`config.mk`:
```
export PLATFORM = sky130hd
export DESIGN_NAME = input_debouncer_flat
export DESIGN_NICKNAME = d
export VERILOG_FILES = /design/src/rtl/input_debouncer_if.sv /design/src/rtl/input_debouncer.sv /design/src/flat_wrapper.sv
export SDC_FILE = /design/constraint.sdc
export NUM_CORES = 1
export LEC_CHECK = 0
export BUFFER_PORTS_ARGS = -buffer_cell sky130_fd_sc_hd__buf_2
export CORE_MARGIN = 10
export CORE_UTILIZATION = 55
export DETAILED_ROUTE_END_ITERATION = 8
export GPL_TIMING_DRIVEN = 0
export MAX_ROUTING_LAYER = met4
export PLACE_DENSITY = 0.85
export SLEW_MARGIN = 0
export SYNTH_ARGS = -nofsm -noshare
export SYNTH_HDL_FRONTEND = slang
export SYNTH_SLANG_ARGS = --single-unit
```
`constraint.sdc`:
```
create_clock -name clk -period 3.25 [get_ports clk]
set_input_delay 0.1625 -clock clk [delete_from_list [all_inputs] [get_ports clk]]
set_output_delay 0.1625 -clock clk [all_outputs]
set_load 0.01 [all_outputs]
```
`src/rtl/input_debouncer_if.sv`:
```
// rtl/input_debouncer_if.sv - raw input and debounced status signals of input_debouncer
interface input_debouncer_if #(
  parameter int GLITCH_W = 8
);
  logic                noisy_in;
  logic                level_out;
  logic                busy;
  logic [GLITCH_W-1:0] glitch_count;

  modport master (
    output noisy_in,
    input  level_out,
    input  busy,
    input  glitch_count
  );

  modport slave (
    input  noisy_in,
    output level_out,
    output busy,
    output glitch_count
  );
endinterface

```
`src/rtl/input_debouncer.sv`:
```
// rtl/input_debouncer.sv - synchronise and debounce a raw input, counting rejected glitches
module input_debouncer #(
  parameter int SYNC_STAGES   = 2,
  parameter int STABLE_CYCLES = 8,
  parameter int GLITCH_W      = 8
) (
  input  logic               clk,
  input  logic               reset,
  input_debouncer_if.slave   bus
);
  localparam int CW = $clog2(STABLE_CYCLES) + 1;
  localparam logic [CW-1:0] LAST_CNT = CW'(STABLE_CYCLES - 1);

  typedef enum logic [1:0] {
    ST_STABLE_LOW,
    ST_WAIT_HIGH,
    ST_STABLE_HIGH,
    ST_WAIT_LOW
  } state_t;

  state_t                 state;
  logic [SYNC_STAGES-1:0] sync_q;
  logic [CW-1:0]          cnt;
  logic                   level_q;
  logic                   busy_q;
  logic [GLITCH_W-1:0]    glitch_q;
  logic                   s;

  assign s = sync_q[SYNC_STAGES-1];

  assign bus.level_out    = level_q;
  assign bus.busy         = busy_q;
  assign bus.glitch_count = glitch_q;

  always_ff @(posedge clk) begin
    if (reset) begin
      sync_q   <= '0;
      state    <= ST_STABLE_LOW;
      cnt      <= '0;
      level_q  <= 1'b0;
      busy_q   <= 1'b0;
      glitch_q <= '0;
    end else begin
      sync_q <= {sync_q[SYNC_STAGES-2:0], bus.noisy_in};
      case (state)
        ST_STABLE_LOW: begin
          if (s) begin
            state  <= ST_WAIT_HIGH;
            cnt    <= CW'(1);
            busy_q <= 1'b1;
          end else begin
            cnt <= '0;
          end
        end
        ST_WAIT_HIGH: begin
          // Returning low, even on the final cycle, aborts the candidate as a glitch.
          if (!s) begin
            state  <= ST_STABLE_LOW;
            cnt    <= '0;
            busy_q <= 1'b0;
            if (glitch_q != '1) glitch_q <= glitch_q + 1'b1;
          end else if (cnt == LAST_CNT) begin
            state   <= ST_STABLE_HIGH;
            cnt     <= '0;
            busy_q  <= 1'b0;
            level_q <= 1'b1;
          end else begin
            cnt <= cnt + 1'b1;
          end
        end
        ST_STABLE_HIGH: begin
          if (!s) begin
            state  <= ST_WAIT_LOW;
            cnt    <= CW'(1);
            busy_q <= 1'b1;
          end else begin
            cnt <= '0;
          end
        end
        ST_WAIT_LOW: begin
          if (s) begin
            state  <= ST_STABLE_HIGH;
            cnt    <= '0;
            busy_q <= 1'b0;
            if (glitch_q != '1) glitch_q <= glitch_q + 1'b1;
          end else if (cnt == LAST_CNT) begin
            state   <= ST_STABLE_LOW;
            cnt     <= '0;
            busy_q  <= 1'b0;
            level_q <= 1'b0;
          end else begin
            cnt <= cnt + 1'b1;
          end
        end
        default: begin
          state  <= ST_STABLE_LOW;
          cnt    <= '0;
          busy_q <= 1'b0;
        end
      endcase
    end
  end
endmodule

```
`src/flat_wrapper.sv`:
```
// flat-port wrapper written by rule: the top's interface ports become plain ports
module input_debouncer_flat 
#(
  parameter int SYNC_STAGES   = 2,
  parameter int STABLE_CYCLES = 8,
  parameter int GLITCH_W      = 8
)
  (clk, reset, bus_noisy_in, bus_level_out, bus_busy, bus_glitch_count);
  input_debouncer_if #(.GLITCH_W(GLITCH_W)) bus_i ();
  input  logic clk;
  input  logic reset;
  input wire logic [$bits(bus_i.noisy_in)-1:0] bus_noisy_in;
  output wire logic [$bits(bus_i.level_out)-1:0] bus_level_out;
  output wire logic [$bits(bus_i.busy)-1:0] bus_busy;
  output wire logic [$bits(bus_i.glitch_count)-1:0] bus_glitch_count;
  assign bus_i.noisy_in = bus_noisy_in;
  assign bus_level_out = bus_i.level_out;
  assign bus_busy = bus_i.busy;
  assign bus_glitch_count = bus_i.glitch_count;
  input_debouncer #(.SYNC_STAGES(SYNC_STAGES), .STABLE_CYCLES(STABLE_CYCLES), .GLITCH_W(GLITCH_W)) u_core (.clk(clk), .reset(reset), .bus(bus_i));
endmodule
```
==> results.sh <==
export IMPL_maxCapViolations=0
export IMPL_powerDensity_mw_per_mm2=412
export IMPL_htree_num_levels=1
export IMPL_gp_congestion=0.740
export IMPL_ir_drop_mv=0.261
export IMPL_coreArea_mm2=0.00130
export IMPL_clk_pin_slew_ps=100
export IMPL_io_pins=13
export IMPL_r2r_slack_ps=1700
export IMPL_numCtsBuffers=3
export IMPL_cp_cell_sequence="ha_1 -> nand3_1 -> o211ai_2 -> buf_6 -> or3_1 -> a21oi_1"
export IMPL_fp_dieW_um=57.1
export IMPL_status="finished clean"
export IMPL_final_nets=103
export IMPL_p_leak_uw=0.000341
export IMPL_chipHeight_um=57.1
export IMPL_holdWs_ps=76.8
export IMPL_cts_root_buf="clkbuf_4"
export IMPL_hold_viol=0
export IMPL_cts_buffer_depth=2
export IMPL_ctsResizeCount=0
export IMPL_use_met1=0.0903
export IMPL_crit_path_start="u_core.bus.glitch_count[0]$_SDFFE_PP0P_"
export IMPL_yosys_area_share_simple=0.236
export IMPL_drtIter0Drc=6
export IMPL_synth_edf_count=0
export IMPL_syn_num_nets=86
export IMPL_fin_skew_ps=2.34
export IMPL_rr_startpoint="u_core.bus.glitch_count[0]$_SDFFE_PP0P_"
export IMPL_synth_compound_area_frac=0.155
export IMPL_internal_power_uw=276
export IMPL_crit_type="reg -> reg"
export IMPL_combPwrFrac=0.049
export IMPL_cts_tree="built"
export IMPL_overflow=0
export IMPL_final_layout_size_suffix_gt1_frac=0.198
export IMPL_setup_viol=0
export IMPL_drv_slew=0
export IMPL_drc=0
export IMPL_cp_slowest_cell="dfxtp_1"
export IMPL_cp_arrival_ps=1780
export IMPL_critPathRequiredTime_ps=3480
export IMPL_avgSynthCellArea_um2=9.36
export IMPL_clk_latency_ps=290
export IMPL_fin_crit_ps=1550
export IMPL_yosysWarnings=0
export IMPL_clock_power_share=0.307
export IMPL_r2r_cells=6
export IMPL_maxSlewHeadroom=0.720
export IMPL_cp_endpoint="u_core.bus.glitch_count[4]$_SDFFE_PP0P_"
export IMPL_area_growth_pct=13.4
export IMPL_ys_types=29
export IMPL_finalPower_uw=354
export IMPL_max_stage_delay_ps=350
export IMPL_antenna_found_initial=0
export IMPL_switching_share=0.221
export IMPL_dp_hpwl_um=1010
export IMPL_nFillCells=112
export IMPL_first_pass_iters=4
export IMPL_post_cts_setup_buffers=0
export IMPL_use_met3=0.0354
export IMPL_wl_per_cell_um=12.5
export IMPL_start_util=0.583
export IMPL_synth_seq_area_share=0.475
export IMPL_num_rows=13
export IMPL_placed_area_um2=837
export IMPL_io_buffers=12
export IMPL_crit_path_end_kind="flip-flop"
export IMPL_syn_area_um2=758
export IMPL_grt_max_degree=11
export IMPL_synthXorXnorAreaFrac=0.0446
export IMPL_synth_seq_cells=18
export IMPL_fmax_ghz=0.645
export IMPL_p_sw_uw=78.3
export IMPL_grt_met2_usage=0.153
export IMPL_synth_top_family_by_area="simple AND/OR/NAND/NOR gates"
export IMPL_synthArstFlopShare=0
export IMPL_fin_area_um2=860
export IMPL_vias_per_cell=5.57
export IMPL_start_kind="flip-flop"
export IMPL_top_usage_layer="met2"
export IMPL_n_antenna_cell=0
export IMPL_worstReg2RegEnd="u_core.bus.glitch_count[4]$_SDFFE_PP0P_"
export IMPL_p_seq_frac=0.643
export IMPL_ys_flop_type="dfxtp_1"
export IMPL_grt_pass1_wl_um=2410
export IMPL_rsz0062_at_grt="false"
export IMPL_synthCells=81
export IMPL_finalCritPeriodShare=0.477
export IMPL_dr_total_vias=618
export IMPL_cts_sinks=18
export IMPL_worstPathMaxFanout=10
export IMPL_synthMuxAreaShare=0.0264
export IMPL_synth_adder_area_share=0.0330
export IMPL_setup_tns_ps=0
export IMPL_timing_worst_slew_pin_value_ps=420
export IMPL_antenna_left=0
export IMPL_postCtsHoldBufs=0
export IMPL_dieArea_mm2=0.00326
export IMPL_hp_class="in -> reg"
export IMPL_final_core_util=0.661
export IMPL_track_usage=0.0922
export IMPL_wl_um=1380
export IMPL_grt_pass1_vias=605
==> layer usage <==
| layer | part of all wire | up-vias |
|---|---|---|
| met4 | 0.020 | 0 |
| li1 | - | 327 |
| met2 | 0.45 | 14 |
| met5 | 0 | - |
| met3 | 0.061 | 4 |
| met1 | 0.47 | 273 |
==> layout by cell type (no fill, tap or decap) <==
master	count
a211oi_1	1
mux2i_1	2
xnor2_2	1
nor3_1	3
nor2_1	8
buf_6	1
dfxtp_1	18
o21ai_0	5
or4_1	2
o211ai_2	1
buf_2	12
and4_1	1
a2bb2oi_1	1
and3_1	1
a21o_2	1
nand2b_1	2
ha_1	2
or3_1	3
nand4_1	2
a21oi_1	8
clkbuf_4	3
inv_1	2
clkbuf_1	1
o31ai_1	2
and4b_1	1
nand3_1	4
xnor2_1	1
nand2_1	3
xor2_1	1
nor2b_1	2
and2_1	1
==> kinds of logic (layout without fill, tap and decap cells) <==
group,after synthesis,in the layout
mux,2,2
xor+xnor,3,3
compound gates,19,19
buf+inv,4,19
fa+ha+maj,2,2
flops,18,18
simple gates,33,33
==> power by group through the flow <==
stage | Combinational (uW) | Sequential, uW | Clock [uW]
2_1_floorplan | 10.4 | 234 | 0
3_3_place_gp | 17.5 | 233 | 0
3_5_place_dp | 17.6 | 233 | 0
4_1_cts | 17.7 | 228 | 111
5_1_grt | 19.9 | 229 | 122
6_report | 17.4 | 228 | 109
==> state kept, by name, indices dropped and copies added (netlist names), named ones only <==
signal / cells
u_core.bus.glitch_count: 8
u_core.cnt: 4
u_core.sync_q: 2
u_core.bus.busy: 1
u_core.bus.level_out: 1
u_core.state: 1
==> metrics by stage <==
stage,worst slack [ps],std cells
finish,1700,111
global route,1630,111
CTS,1700,111
detailed placement,1730,108
global placement,1780,108
floorplan,1800,81
==> cells in the mapped netlist (2+ instances only) <==
| master | instances | area [um^2] |
|---|---|---|
| o31ai_1 | 2 | 15.0 |
| nor2b_1 | 2 | 12.5 |
| nand2_1 | 3 | 11.3 |
| dfxtp_1 | 18 | 360 |
| nand3_1 | 4 | 20.0 |
| mux2i_1 | 2 | 20.0 |
| inv_1 | 2 | 7.51 |
| nand4_1 | 2 | 12.5 |
| a21oi_1 | 8 | 40.0 |
| nor3_1 | 3 | 15.0 |
| or3_1 | 3 | 18.8 |
| nand2b_1 | 2 | 12.5 |
| ha_1 | 2 | 25.0 |
| o21ai_0 | 5 | 25.0 |
| or4_1 | 2 | 15.0 |
| nor2_1 | 8 | 30.0 |
==> worst max-delay path: cells and delay by family (launching register included) <==
| kind | cells | cell delay, ps |
|---|---|---|
| adder cells (fa/ha/maj) | 1 | 250 |
| flip-flops | 1 | 350 |
| AND/OR/NAND/NOR | 2 | 460 |
| AO/OA/AOI/OAI | 2 | 260 |
| buffers and inverters | 1 | 170 |
==> how the worst min path moves through the flow <==
stage / start / to / slack [ps] / cells after the start
floorplan: reset / u_core.sync_q[0]$_SDFF_PP0_ / 230 / 1
global placement: bus_noisy_in / u_core.sync_q[0]$_SDFF_PP0_ / 380 / 2
detailed placement: bus_noisy_in / u_core.sync_q[0]$_SDFF_PP0_ / 380 / 2
CTS: bus_noisy_in / u_core.sync_q[0]$_SDFF_PP0_ / 70 / 2
global route: reset / u_core.sync_q[1]$_SDFF_PP0_ / 100 / 2
finish: bus_noisy_in / u_core.sync_q[0]$_SDFF_PP0_ / 80 / 2
==> layout make-up <==
cell class	count	area [um^2]	share of cell area
clock buffer	3	22.5	0.0262
multi-input combinational	59	375	0.437
timing repair buffer	12	60.1	0.0699
inverter	2	7.51	0.00873
buffer	2	15.0	0.0175
sequential	18	360	0.419
tap	15	18.8	0.0218
(Power assumes the default switching activity.)
